File: src/rtl/sdff_pipe_ift.sv
// sdff_pipe_ift: taint-tracked shift/load register pipeline with fill counter.
// Define SDFF_PIPE_CTRL_TAINT_EN to fold clock/control taint (implicit flows) into every stage update.
module sdff_pipe_ift #(
  parameter int WIDTH = 2,
  parameter int DEPTH = 4,
  parameter int TAINT_W = 32,
  parameter logic [WIDTH-1:0] RST_VAL = '0
) (
  input  logic                         CLK,
  input  logic [TAINT_W-1:0]           CLK_t,
  input  logic                         RST,
  input  logic [TAINT_W-1:0]           RST_t,
  input  logic                         EN,
  input  logic [TAINT_W-1:0]           EN_t,
  input  logic                         ALOAD,
  input  logic [TAINT_W-1:0]           ALOAD_t,
  input  logic [WIDTH-1:0]             AD,
  input  logic [TAINT_W-1:0]           AD_t,
  input  logic [WIDTH-1:0]             D,
  input  logic [TAINT_W-1:0]           D_t,
  output logic [WIDTH-1:0]             Q,
  output logic [TAINT_W-1:0]           Q_t,
  output logic [$clog2(DEPTH+1)-1:0]   FILL,
  output logic                         VALID
);
  localparam int FW = $clog2(DEPTH+1);
  localparam logic [FW-1:0] FULL = FW'(DEPTH);
  logic [WIDTH-1:0]   r_data  [DEPTH];
  logic [TAINT_W-1:0] r_taint [DEPTH];
  logic [FW-1:0]      r_fill;
  logic [TAINT_W-1:0] w_c_rst, w_c_load, w_c_en, w_c_hold;
`ifdef SDFF_PIPE_CTRL_TAINT_EN
  assign w_c_rst  = CLK_t | RST_t;
  assign w_c_load = CLK_t | ALOAD_t;
  assign w_c_en   = CLK_t | EN_t;
  assign w_c_hold = CLK_t | EN_t | ALOAD_t;
`else
  logic [TAINT_W-1:0] w_unused_ctrl_t;
  assign w_unused_ctrl_t = CLK_t ^ RST_t ^ EN_t ^ ALOAD_t;
  assign w_c_rst  = '0;
  assign w_c_load = '0;
  assign w_c_en   = '0;
  assign w_c_hold = '0;
`endif
  always_ff @(posedge CLK) begin
    if (RST) begin
      for (int i = 0; i < DEPTH; i++) begin
        r_data[i]  <= RST_VAL;
        r_taint[i] <= w_c_rst;
      end
      r_fill <= '0;
    end else if (ALOAD) begin
      for (int i = 0; i < DEPTH; i++) begin
        r_data[i]  <= AD;
        r_taint[i] <= AD_t | w_c_load;
      end
      r_fill <= FULL;
    end else if (EN) begin
      r_data[0]  <= D;
      r_taint[0] <= D_t | w_c_en;
      for (int i = 1; i < DEPTH; i++) begin
        r_data[i]  <= r_data[i-1];
        r_taint[i] <= r_taint[i-1] | w_c_en;
      end
      r_fill <= (r_fill == FULL) ? r_fill : r_fill + 1'b1;
    end else begin
      for (int i = 0; i < DEPTH; i++) r_taint[i] <= r_taint[i] | w_c_hold;
    end
  end
  assign Q     = r_data[DEPTH-1];
  assign Q_t   = r_taint[DEPTH-1];
  assign FILL  = r_fill;
  assign VALID = (r_fill == FULL);
endmodule

File: config.mk
export PLATFORM = sky130hd
export DESIGN_NAME = sdff_pipe_ift
export DESIGN_NICKNAME = d
export VERILOG_FILES = /design/src/rtl/sdff_pipe_ift.sv
export SDC_FILE = /design/constraint.sdc
export NUM_CORES = 1
export LEC_CHECK = 0
export ABC_CLOCK_PERIOD_IN_PS = 2000
export CORE_ASPECT_RATIO = 1.2
export CORE_MARGIN = 2
export CORE_UTILIZATION = 40
export CTS_CLUSTER_DIAMETER = 120
export CTS_CLUSTER_SIZE = 14
export DETAILED_ROUTE_END_ITERATION = 8
export HOLD_SLACK_MARGIN = 0.06
export PLACE_DENSITY = 0.77
export SYNTH_ARGS = -nofsm -noshare
export SYNTH_HDL_FRONTEND = slang
export SYNTH_SLANG_ARGS = --single-unit
File: constraint.sdc
create_clock -name CLK -period 2 [get_ports CLK]
set_input_delay 0.5 -clock CLK [delete_from_list [all_inputs] [get_ports CLK]]
set_output_delay 0.5 -clock CLK [all_outputs]
set_load 0.1 [all_outputs]
==> out/qor.txt, run 1 <==
WORST SETUP PATH
---------------------------------------------------------------------------------
Biggest cell delay along the critical path .........................      0.36 ns
Type of element launching the critical path ........................    flip-flop
Crit-path cells .................................................... inv_1 -> ha_1 -> and2_2 -> buf_12
Data required, critical path .......................................      1.50 ns
Critical path class ................................................ flip-flop to primary output
Worst Setup SP ..................................................... FILL[0]$_SDFFE_PP0P_
Endpoint class of the critical path ................................ primary output
Maximum fanout along the worst path ................................            5
Slowest stage cell on the critical path ............................ sky130_fd_sc_hd__dfxtp_4
Worst reg2reg path startpoint ...................................... FILL[0]$_SDFFE_PP0P_
Signal arrival time at the worst endpoint ..........................      1.41 ns

STA
---------------------------------------------------------------------------------
Post-layout worst setup margin .....................................    0.0897 ns
Final Slew Violations ..............................................            0
Transition at the pin with the smallest max-transition slack .......     0.288 ns
Period minus WS final ..............................................      1.91 ns
Unrepaired setup endpoints after global routing ....................           no
Worst slew margin relative to its limit ............................        80.7%
Hold violation total from the final report .........................            0
Setup Skew .........................................................   0.00550 ns
Worst hold slack across all endpoints ..............................     0.525 ns
Period utilisation layout ..........................................        95.5%
Final setup vio count ..............................................            0
Achievable Freq ....................................................    0.523 GHz

ROUTE
---------------------------------------------------------------------------------
Post-route DRC .....................................................            0
Iteration-0 DRC count of the detailed router .......................          181
Iteration count of the initial detailed-routing pass ...............            5
Average detailed-routed wire length per instance ...................      17.9 µm
Routed vias ........................................................         3661
Routed Antenna Nets ................................................            0
Average vias per placed instance ...................................         5.24
Wirelength, routed .................................................     12500 µm

CELLS AND AREA
---------------------------------------------------------------------------------
Number of antenna diodes ...........................................            0
Share of cells above drive strength 1 ..............................        21.1%
Final layout net count .............................................          683
Final standard cell area without fillers ...........................     7940 µm²
Non-Filler Instances ...............................................          698
Area Overhead vs Synth .............................................        30.2%

FLOORPLANNING
---------------------------------------------------------------------------------
Core region area ...................................................    15000 µm²
Floorplan die area .................................................    16300 µm²
Starting density of the core .......................................        40.8%
Height of the chip .................................................       139 µm
Number of ports placed on the die boundary .........................          238
Number of standard-cell rows in the floorplan ......................           49
Die width ..........................................................       117 µm

GLOBAL ROUTE
---------------------------------------------------------------------------------
Total routing usage reported by global routing .....................        15.6%
Wire length of the first global-routing pass .......................     18900 µm
Number of antenna violations at the first check in global routing ..            0
GRT overflow .......................................................            0
Pin count of the biggest net entering global routing ...............           64
Via count of the first global-routing pass .........................         3546

PLACE
---------------------------------------------------------------------------------
Cell total after placement .........................................          664
Port-buffer cells ..................................................          109
Cell area after placement ..........................................     7290 µm²
Worst setup slack before clock tree synthesis ......................    -0.154 ns
Placer congestion estimate .........................................        0.748
Post-DP HPWL .......................................................      8340 µm

PWR
---------------------------------------------------------------------------------
Switching Power ....................................................      2.07 mW
P per Cell Area ....................................................  1020 nW/µm²
Combinational power share ..........................................        14.6%
VDD IR max .........................................................     0.519 mV
Switching share of power ...........................................        25.7%
Internal Pwr Total .................................................      5.99 mW
Clock group share of total power ...................................        41.4%
Static Leak ........................................................      3.18 nW
Portion of total power attributed to sequential cells ..............        43.9%

SYNTHESIS
---------------------------------------------------------------------------------
Ys Warns ...........................................................            0
Instance count of the mapped netlist ...............................          398
Synthesized Nets ...................................................          600
Synthesized area divided by synthesized cell count .................     15.3 µm²
Number of flops mapped to enable cells by yosys ....................          136
Most frequently used flop master after synthesis ................... sky130_fd_sc_hd__edfxtp_1
Share of async-settable or async-resettable flops after synthesis ..           0%
Cell area after synthesis ..........................................     6100 µm²
Flop and latch count out of synthesis ..............................          139
Number of different library cells in the post-synthesis netlist ....           20
Portion of the post-synthesis area used by sequential elements .....        67.9%

CLOCKING
---------------------------------------------------------------------------------
CTS sink count .....................................................          139
Later-pin clock latency in the skew report .........................      0.41 ns
H-tree depth .......................................................            4
Clock root buffer master ........................................... sky130_fd_sc_hd__clkbuf_16
Number of hold-repair buffers added at the cts stage ...............            0
TritonCTS clock tree ...............................................         done
Number of buffers created by CTS ...................................           17
Clock slew seen by the registers of the worst setup and hold paths .      0.06 ns
Bufs on Longest Clock Path .........................................            2

MIN PATH
---------------------------------------------------------------------------------
Launch instance of the worst min-delay path ........................ r_taint[0][54]$_SDFFCE_PP0P_
HP Class ........................................................... flip-flop to flip-flop

STATUS
---------------------------------------------------------------------------------
Result of the run ..................................................    completed

JOB
---------------------------------------------------------------------------------
Reported max-cap violation count ...................................            0

path summary, 6_finish.rpt:
path	endpoint	slack [ns]	cells after the start
max	VALID	0.09	4
min	r_taint[0][86]$_DFFE_PP_	0.53	1
max reg2reg	FILL[1]$_SDFFE_PP0P_	0.61	4
min reg2reg	r_taint[0][86]$_DFFE_PP_	0.53	1
area by class of cell:
class | instances | area [µm²]
inverters | 3 | 11.3
clock buffers | 17 | 425
flip-flops and latches | 139 | 4150
fillers | 1256 | 7020
well taps | 204 | 255
repair buffers | 130 | 1340
multi-input cells | 190 | 1550
clock inverters | 15 | 211
worst max-delay path: cells and delay by family (launching register included):
family	cells	cell delay [ns]
flops	1	0.36
fa+ha+maj	1	0.21
buf+inv	2	0.20
simple gates	1	0.22
flip-flops by register name, summed over array words and instances (netlist names):
name	cells
r_taint	128
r_data	8
FILL	3
logic make-up (layout without fill, tap and decap cells):
logic type      after synthesis  in the layout  share of synthesized area (%)
compound gates              107            107                           15.3
fa+ha+maj                     2              2                          0.410
buf+inv                      69            165                           7.03
flops                       139            139                           67.9
mux                          34             34                           5.62
simple gates                 47             47                           3.71
stage by stage:
stage | utilization [%] | total power [mW] | TNS [ns]
after floorplan | - | 4.42 | -0.0988
after global routing | 53.1 | 8.32 | 0
after global placement | 48.7 | 4.75 | -7.83
after detailed placement | 48.7 | 4.78 | -16.66
final | 53.1 | 8.06 | 0
after CTS | 53.0 | 8.13 | 0
synth_stat cells (all sizes together), types with 3 or more instances:
cell      n  area [µm²]
nor3b     4        35.0
a22o    104         911
dfxtp     3        60.1
clkbuf    8        30.0
nor2     32         120
mux2i    32         320
inv       3        11.3
or3       7        43.8
buf      58         388
edfxtp  136        4080
timing repair:
action / in CTS / in global routing
setup buffers: 0 / 2
gates resized for setup: 0 / 1
endpoints found under the setup margin: 0 / 1
power by group through the flow:
| stage | combinational [mW] | sequential, mW | clock [mW] |
|---|---|---|---|
| CTS | 1.18 | 3.55 | 3.39 |
| global placement | 1.15 | 3.59 | 0 |
| floorplan | 0.805 | 3.61 | 0 |
| global route | 1.24 | 3.56 | 3.52 |
| detailed placement | 1.18 | 3.60 | 0 |
| finish | 1.18 | 3.54 | 3.34 |
metal layers:
layer  vias to the layer above  GRT usage, %  part of all wire [%]
met5                         -             0                     0
met4                         0          5.51                   1.3
met3                        12          4.53                   5.1
met2                       126          25.3                    50
met1                      1812          19.8                    43
li1                       1711             -                     -
layout by cell type, fill, tap and decap left out, types with 5 or more instances in the layout:
cell type	netlist	layout
sky130_fd_sc_hd__buf_12	0	16
sky130_fd_sc_hd__nor2_1	32	32
sky130_fd_sc_hd__inv_6	0	5
sky130_fd_sc_hd__mux2i_1	32	32
sky130_fd_sc_hd__buf_4	39	43
sky130_fd_sc_hd__a22o_1	104	104
sky130_fd_sc_hd__clkdlybuf4s50_1	0	69
sky130_fd_sc_hd__clkbuf_16	0	17
sky130_fd_sc_hd__edfxtp_1	136	136
Note: power is estimated with default switching activity, not from simulation.
==> run 2: changes to the inputs <==
CELL_PAD_IN_SITES_DETAIL_PLACEMENT = 1   (was not set)
CELL_PAD_IN_SITES_GLOBAL_PLACEMENT = 1   (was not set)
CORE_UTILIZATION = 31   (was 40)
CTS_CLUSTER_SIZE = 12   (was 14)
PLACE_DENSITY = not set   (was 0.77)
PLACE_DENSITY_LB_ADDON = 0.1   (was not set)
==> out/qor.txt, run 2 (synthesis gave the netlist of run 1 again) <==
STA
---------------------------------------------------------------------------------
Hold violation total from the final report .........................            0   unchanged
Unrepaired setup endpoints after global routing ....................           no
Period utilisation layout ..........................................        95.5%   about the same
Worst slew margin relative to its limit ............................        74.6%   -6.0 points
Period minus WS final ..............................................      1.91 ns   -0.00102 ns
Achievable Freq ....................................................    0.524 GHz   about the same
Final Slew Violations ..............................................            0   unchanged
Setup Skew .........................................................   0.00594 ns   +0.000434 ns
Transition at the pin with the smallest max-transition slack .......     0.377 ns   +0.0899 ns
Final setup vio count ..............................................            0   unchanged

CLOCKING
---------------------------------------------------------------------------------
Clock root buffer master ........................................... sky130_fd_sc_hd__clkbuf_16
Bufs on Longest Clock Path .........................................            2   unchanged
CTS sink count .....................................................          139   unchanged
H-tree depth .......................................................            4   unchanged
Clock slew seen by the registers of the worst setup and hold paths .      0.05 ns   about the same
TritonCTS clock tree ...............................................         done
Number of buffers created by CTS ...................................           17   unchanged
Later-pin clock latency in the skew report .........................      0.42 ns   about the same

PWR
---------------------------------------------------------------------------------
VDD IR max .........................................................     0.529 mV   +1.9%
P per Cell Area ....................................................   946 nW/µm²   -6.8%
Static Leak ........................................................      3.21 nW   +0.90%

WORST SETUP PATH
---------------------------------------------------------------------------------
Endpoint class of the critical path ................................ primary output
Slowest stage cell on the critical path ............................ sky130_fd_sc_hd__dfxtp_4
Biggest cell delay along the critical path .........................      0.37 ns   about the same
Type of element launching the critical path ........................    flip-flop
Data required, critical path .......................................      1.50 ns   about the same
Maximum fanout along the worst path ................................            4   -1
Signal arrival time at the worst endpoint ..........................      1.41 ns   about the same
Critical path class ................................................ flip-flop to primary output
Crit-path cells .................................................... inv_1 -> ha_1 -> and2_2 -> buf_12

FLOORPLANNING
---------------------------------------------------------------------------------
Starting density of the core .......................................        31.4%   -9.3 points
Height of the chip .................................................       158 µm   +13%
Number of standard-cell rows in the floorplan ......................           56   +14%
Floorplan die area .................................................    20800 µm²   +28%
Core region area ...................................................    19400 µm²   +30%
Number of ports placed on the die boundary .........................          238   unchanged
Die width ..........................................................       132 µm   +13%

ROUTE
---------------------------------------------------------------------------------
Max layer used .....................................................         met4
Iteration count of the initial detailed-routing pass ...............            4   -1
Met2 WL ............................................................      6770 µm   +7.4%
Iteration-0 DRC count of the detailed router .......................          241   +33%
Routed vias ........................................................         3610   -1.4%
Detailed route wirelength on metal3 ................................       500 µm   -21%
Average vias per placed instance ...................................         4.78   -8.8%
Wirelength, routed .................................................     13000 µm   +3.6%
Met1 routed wirelength after detailed routing ......................      5450 µm   +0.70%
Average detailed-routed wire length per instance ...................      17.2 µm   -4.2%
Routed Antenna Nets ................................................            0   unchanged
Post-route DRC .....................................................            0   unchanged

STATUS
---------------------------------------------------------------------------------
Result of the run ..................................................    completed

CELLS AND AREA
---------------------------------------------------------------------------------
Number of antenna diodes ...........................................            0   unchanged
Most common cell after layout, fill and taps aside ................. sky130_fd_sc_hd__edfxtp_1
Top reg by flops ...................................................      r_taint
Final standard cell area without fillers ...........................     8070 µm²   +1.6%
Top library cells by usage in the layout, fill and taps aside ...... sky130_fd_sc_hd__edfxtp_1 (136), sky130_fd_sc_hd__a22o_1 (104), sky130_fd_sc_hd__clkdlybuf4s50_1 (69), sky130_fd_sc_hd__buf_4 (35)
Final layout net count .............................................          686   +0.44%
Max FFs per register ...............................................          128   unchanged
Non-Filler Instances ...............................................          755   +8.2%
Share of cells above drive strength 1 ..............................        20.4%   -0.61 points
Post-layout util ...................................................        41.6%   -12 points
Area Overhead vs Synth .............................................        32.2%

JOB
---------------------------------------------------------------------------------
Reported max-cap violation count ...................................            0   unchanged

GLOBAL ROUTE
---------------------------------------------------------------------------------
Via count of the first global-routing pass .........................         3774   +6.4%
Total routing usage reported by global routing .....................        12.9%   -2.7 points
Number of antenna violations at the first check in global routing ..            0   unchanged
GRT overflow .......................................................            0   unchanged
Pin count of the biggest net entering global routing ...............           69   +7.8%
Wire length of the first global-routing pass .......................     20500 µm   +8.2%

PLACE
---------------------------------------------------------------------------------
Placer congestion estimate .........................................        0.679   -9.3%
Cell area after placement ..........................................     7520 µm²   +3.2%
Port-buffer cells ..................................................          109   unchanged
Post-DP HPWL .......................................................      9040 µm   +8.3%
Cell total after placement .........................................          724   +9.0%

MIN PATH
---------------------------------------------------------------------------------
HP Class ........................................................... input port to flip-flop

==> run 2: changes by cell type in the layout (fill, tap and decap cells not counted), moves of 2 or more <==
| cell | change |
|---|---|
| sky130_fd_sc_hd__bufinv_16 | -3 |
| sky130_fd_sc_hd__clkinv_1 | +3 |
| sky130_fd_sc_hd__inv_6 | -2 |
| sky130_fd_sc_hd__clkinvlp_4 | -2 |
| sky130_fd_sc_hd__clkinv_2 | +2 |
| sky130_fd_sc_hd__buf_4 | -8 |
| sky130_fd_sc_hd__buf_12 | +11 |
==> run 2: stage by stage <==
stage               total power, mW  worst slack, ns  TNS, ns  hold WS [ns]
CTS                            7.72           0.0252        0         0.517
global placement               4.80          -0.0766    -1.13         0.514
detailed placement             4.83           -0.144    -3.67         0.521
floorplan                      4.42          -0.0988  -0.0988         0.512
finish                         7.63           0.0907        0         0.531
global route                   7.91           0.0144        0         0.552
==> run 2: routing by layer <==
metal / track usage [%] / vias up
li1: - / 1711
met1: 15.0 / 1792
met2: 22.7 / 91
met3: 3.27 / 16
met4: 5.59 / 0
met5: 0 / -
==> run 2: worst max-delay path: cells and delay by family, from the launching register on <==
| family | cells | cell delay [ns] |
|---|---|---|
| fa+ha+maj | 1 | 0.20 |
| flops | 1 | 0.37 |
| simple gates | 1 | 0.22 |
| buf+inv | 2 | 0.22 |
==> run 2: path summary, 6_finish.rpt <==
path	start	to	slack, ns	cells past startpoint
max	FILL[1]$_SDFFE_PP0P_	VALID	0.09	4
min	RST	FILL[2]$_SDFFE_PP0P_	0.53	2
max reg2reg	FILL[1]$_SDFFE_PP0P_	FILL[1]$_SDFFE_PP0P_	0.55	4
min reg2reg	r_taint[0][35]$_SDFFCE_PP0P_	r_taint[0][67]$_DFFE_PP_	0.53	1
==> run 2: cell type report <==
class	instances	area [µm²]
clock buffers	17	425
clock inverters	12	101
fillers	1996	11300
inverters	3	11.3
multi-input cells	190	1550
flip-flops and latches	139	4150
well taps	261	327
repair buffers	133	1500
==> run 2: what timing repair did <==
action / CTS / global route
hold buffers: 0 / 0
pin swaps: 0 / 0
buffers inserted: 0 / 2
resized for setup: 1 / 1
endpoints found under the setup margin: 1 / 1
hold endpoints to repair: 0 / 0
==> run 2: power breakdown <==
part           switching, mW  internal [mW]  leakage, nW
combinational          0.762          0.449         1.38
clock                   1.20           1.68        0.254
sequential            0.0793           3.46         1.57
total                   2.04           5.59         3.21
==> run 3: changes to the inputs <==
ABC_AREA = 1   (was not set)
CORE_UTILIZATION = 30   (was 31)
==> out/qor.txt, run 3 <==
PLACE
---------------------------------------------------------------------------------
Placer congestion estimate .........................................        0.746   +9.9%
Port-buffer cells ..................................................          109   unchanged
Post-DP HPWL .......................................................      9810 µm   +8.6%
Cell area after placement ..........................................     7570 µm²   +0.68%

ROUTE
---------------------------------------------------------------------------------
Wirelength, routed .................................................     15100 µm   +16%
Post-route DRC .....................................................            0   unchanged
Iteration-0 DRC count of the detailed router .......................          285   +18%
Routed vias ........................................................         4179   +16%
Routed Antenna Nets ................................................            0   unchanged
Iteration count of the initial detailed-routing pass ...............            4   unchanged
Average vias per placed instance ...................................         4.44   -7.1%
Average detailed-routed wire length per instance ...................      16.0 µm   -6.6%

CELLS AND AREA
---------------------------------------------------------------------------------
Max FFs per register ...............................................          128   unchanged
Final layout net count .............................................          865   +26%
Final standard cell area without fillers ...........................     8220 µm²   +1.9%
Post-layout util ...................................................        40.9%   -0.69 points
Area Overhead vs Synth .............................................        35.0%
Share of cells above drive strength 1 ..............................        15.1%   -5.4 points
Number of antenna diodes ...........................................            0   unchanged
Top reg by flops ...................................................      r_taint
Most common cell after layout, fill and taps aside ................. sky130_fd_sc_hd__nand2_1
Top library cells by usage in the layout, fill and taps aside ...... sky130_fd_sc_hd__nand2_1 (174), sky130_fd_sc_hd__edfxtp_1 (136), sky130_fd_sc_hd__inv_1 (76), sky130_fd_sc_hd__clkdlybuf4s50_1 (70), sky130_fd_sc_hd__o21ai_1 (66)
Number of filler cells placed in the layout ........................         2205   +10%

PWR
---------------------------------------------------------------------------------
VDD IR max .........................................................     0.564 mV   +6.6%
P per Cell Area ....................................................   994 nW/µm²   +5.1%
Static Leak ........................................................      3.86 nW   +20%
Power after layout .................................................      8.17 mW   +7.1%

STA
---------------------------------------------------------------------------------
Achievable Freq ....................................................    0.529 GHz   +0.97%
Worst slew margin relative to its limit ............................        57.1%   -17 points
Setup Skew .........................................................   0.00440 ns   -0.00154 ns
Hold violation total from the final report .........................            0   unchanged
Period utilisation layout ..........................................        94.6%   -0.91 points
Transition at the pin with the smallest max-transition slack .......     0.641 ns   +0.264 ns
Unrepaired setup endpoints after global routing ....................           no
Period minus WS final ..............................................      1.89 ns   -0.0183 ns
Final setup vio count ..............................................            0   unchanged
Final Slew Violations ..............................................            0   unchanged

SYNTHESIS
---------------------------------------------------------------------------------
Cell type contributing the most total cell area after synthesis .... sky130_fd_sc_hd__edfxtp_1
Largest cells by area after synthesis .............................. sky130_fd_sc_hd__edfxtp_1 (67%), sky130_fd_sc_hd__nand2_1 (11%), sky130_fd_sc_hd__o21ai_1 (5.4%)
Number of different library cells in the post-synthesis netlist ....           14   -30%
Share of async-settable or async-resettable flops after synthesis ..           0%   unchanged
Ys Warns ...........................................................            0   unchanged
Synthesized area divided by synthesized cell count .................     10.7 µm²   -30%
Cell area after synthesis ..........................................     6090 µm²   -0.18%
Flop and latch count out of synthesis ..............................          139   unchanged
Instance count of the mapped netlist ...............................          571   +43%
Count leader, synth ................................................ sky130_fd_sc_hd__nand2_1
Portion of the post-synthesis area used by sequential elements .....        68.1%   +0.13 points
Synthesized Nets ...................................................          773   +29%
Ranking of synthesized cells by instance count ..................... sky130_fd_sc_hd__nand2_1 (180), sky130_fd_sc_hd__edfxtp_1 (136), sky130_fd_sc_hd__inv_1 (76), sky130_fd_sc_hd__o21ai_1 (66), sky130_fd_sc_hd__nand3_1 (38)
Portion of synthesized cell area occupied by the leading cell type .        67.1%   +0.12 points
Number of flops mapped to enable cells by yosys ....................          136   unchanged
Most frequently used flop master after synthesis ................... sky130_fd_sc_hd__edfxtp_1

GLOBAL ROUTE
---------------------------------------------------------------------------------
Number of antenna violations at the first check in global routing ..            0   unchanged
Met1 track demand over resource in global routing ..................        18.1%   +3.1 points
Total routing usage reported by global routing .....................        14.9%   +2.0 points
Met2 Use GR ........................................................        25.8%   +3.1 points
Wire length of the first global-routing pass .......................     24000 µm   +17%
Pin count of the biggest net entering global routing ...............           31   -55%
GRT overflow .......................................................            0   unchanged
Layer with the highest usage after global routing ..................         met2
Via count of the first global-routing pass .........................         4473   +19%
Met3 layer usage reported by global route ..........................        3.17%   -0.091 points

MIN PATH
---------------------------------------------------------------------------------
HP Class ........................................................... flip-flop to flip-flop

FLOORPLANNING
---------------------------------------------------------------------------------
Starting density of the core .......................................        30.3%   -1.2 points
Floorplan die area .................................................    21500 µm²   +3.1%
Number of ports placed on the die boundary .........................          238   unchanged
Core region area ...................................................    20100 µm²   +3.6%
Height of the chip .................................................       160 µm   +1.5%
Die width ..........................................................       134 µm   +1.5%
Number of standard-cell rows in the floorplan ......................           57   +1.8%

WORST SETUP PATH
---------------------------------------------------------------------------------
Type of element launching the critical path ........................    flip-flop
Data required, critical path .......................................      1.50 ns   about the same
Minimum setup slack among reg-to-reg paths .........................      0.85 ns   +0.30 ns
Endpoint class of the critical path ................................ primary output
Maximum fanout along the worst path ................................            4   unchanged
Critical path class ................................................ flip-flop to primary output
Signal arrival time at the worst endpoint ..........................      1.39 ns   -0.02 ns

JOB
---------------------------------------------------------------------------------
Reported max-cap violation count ...................................            0   unchanged

CLOCKING
---------------------------------------------------------------------------------
TritonCTS clock tree ...............................................         done
Number of buffers inserted to repair setup after CTS ...............            0   unchanged
CTS sink count .....................................................          139   unchanged
Number of buffers created by CTS ...................................           17   unchanged
H-tree depth .......................................................            4   unchanged
Clock slew seen by the registers of the worst setup and hold paths .      0.06 ns   about the same
Bufs on Longest Clock Path .........................................            2   unchanged
Later-pin clock latency in the skew report .........................      0.42 ns   about the same
Clock root buffer master ........................................... sky130_fd_sc_hd__clkbuf_16
Number of hold-repair buffers added at the cts stage ...............            0   unchanged

STATUS
---------------------------------------------------------------------------------
Result of the run ..................................................    completed

run 3: cell count changes after synthesis, moves of 3 or more:
cell | before | now
sky130_fd_sc_hd__nand2_1 | 0 | 180
sky130_fd_sc_hd__a22o_1 | 104 | 0
sky130_fd_sc_hd__inv_1 | 3 | 76
sky130_fd_sc_hd__o21ai_1 | 0 | 66
sky130_fd_sc_hd__nand3_1 | 0 | 38
sky130_fd_sc_hd__mux2i_1 | 32 | 0
sky130_fd_sc_hd__nor2_1 | 32 | 4
sky130_fd_sc_hd__or3_1 | 7 | 0
sky130_fd_sc_hd__buf_2 | 19 | 13
sky130_fd_sc_hd__o21ai_0 | 0 | 4
sky130_fd_sc_hd__nor3b_1 | 3 | 0
run 3: final cells by class:
class	count	area [µm²]	area share [%]
sequential	139	4150	50.5
timing repair buffer	131	1510	18.3
multi-input combinational	298	1320	16.0
clock buffer	18	429	5.22
tap	265	332	4.03
inverter	76	285	3.47
clock inverter	14	201	2.45
run 3: path summary, 6_finish.rpt:
check	from	to	cells after the start
worst max-delay path	FILL[0]$_SDFFE_PP0P_	VALID	5
worst min-delay path	FILL[2]$_SDFFE_PP0P_	FILL[2]$_SDFFE_PP0P_	2
worst max register to register	FILL[0]$_SDFFE_PP0P_	FILL[1]$_SDFFE_PP0P_	6
worst min register to register	FILL[2]$_SDFFE_PP0P_	FILL[2]$_SDFFE_PP0P_	2
run 3: per-stage QoR:
stage	worst slack [ns]	TNS (ns)	instances	hold slack (ns)
floorplan	-0.0544	-6.97	571	0.496
finish	0.109	0	941	0.516
global placement	-0.468	-63.25	908	0.498
CTS	0.0236	0	941	0.514
detailed placement	-0.522	-68.42	908	0.503
global route	0.00167	0	941	0.542
run 3: per-layer routing:
metal  vias up  wire length, µm
met2        75             7810
met1      2045             6480
met3        21              537
li1       2038                -
met4         0              263
met5         -                0
run 3: what timing repair did:
item	4_1_cts	5_1_grt
setup endpoints to repair	47	1
cloned	1	0
gates resized for setup	1	3
run 3: power breakdown:
| group | switching [mW] | internal [mW] | total [mW] | leakage [nW] |
|---|---|---|---|---|
| sequential | 0.0868 | 3.48 | 3.56 | 1.57 |
| clock | 1.20 | 2.19 | 3.40 | 0.305 |
| combinational | 0.808 | 0.401 | 1.21 | 1.99 |
| total | 2.10 | 6.07 | 8.17 | 3.86 |
run 3: logic make-up after synthesis:
logic type,count (synthesis),share of synthesized area (%)
AOI/OAI and AO/OA,71,5.84
adders and majority gates,2,0.411
buffers and inverters,135,10.9
DFF,139,68.1
and+or+nand+nor,224,14.8
run 3: worst max-delay path, cell delays in order, from the launching register on:
cell and delay, ns:
sky130_fd_sc_hd__dfxtp_4 0.37, sky130_fd_sc_hd__inv_1 0.06, sky130_fd_sc_hd__ha_1 0.21, sky130_fd_sc_hd__nand2_2 0.09, sky130_fd_sc_hd__inv_1 0.07, sky130_fd_sc_hd__buf_12 0.16
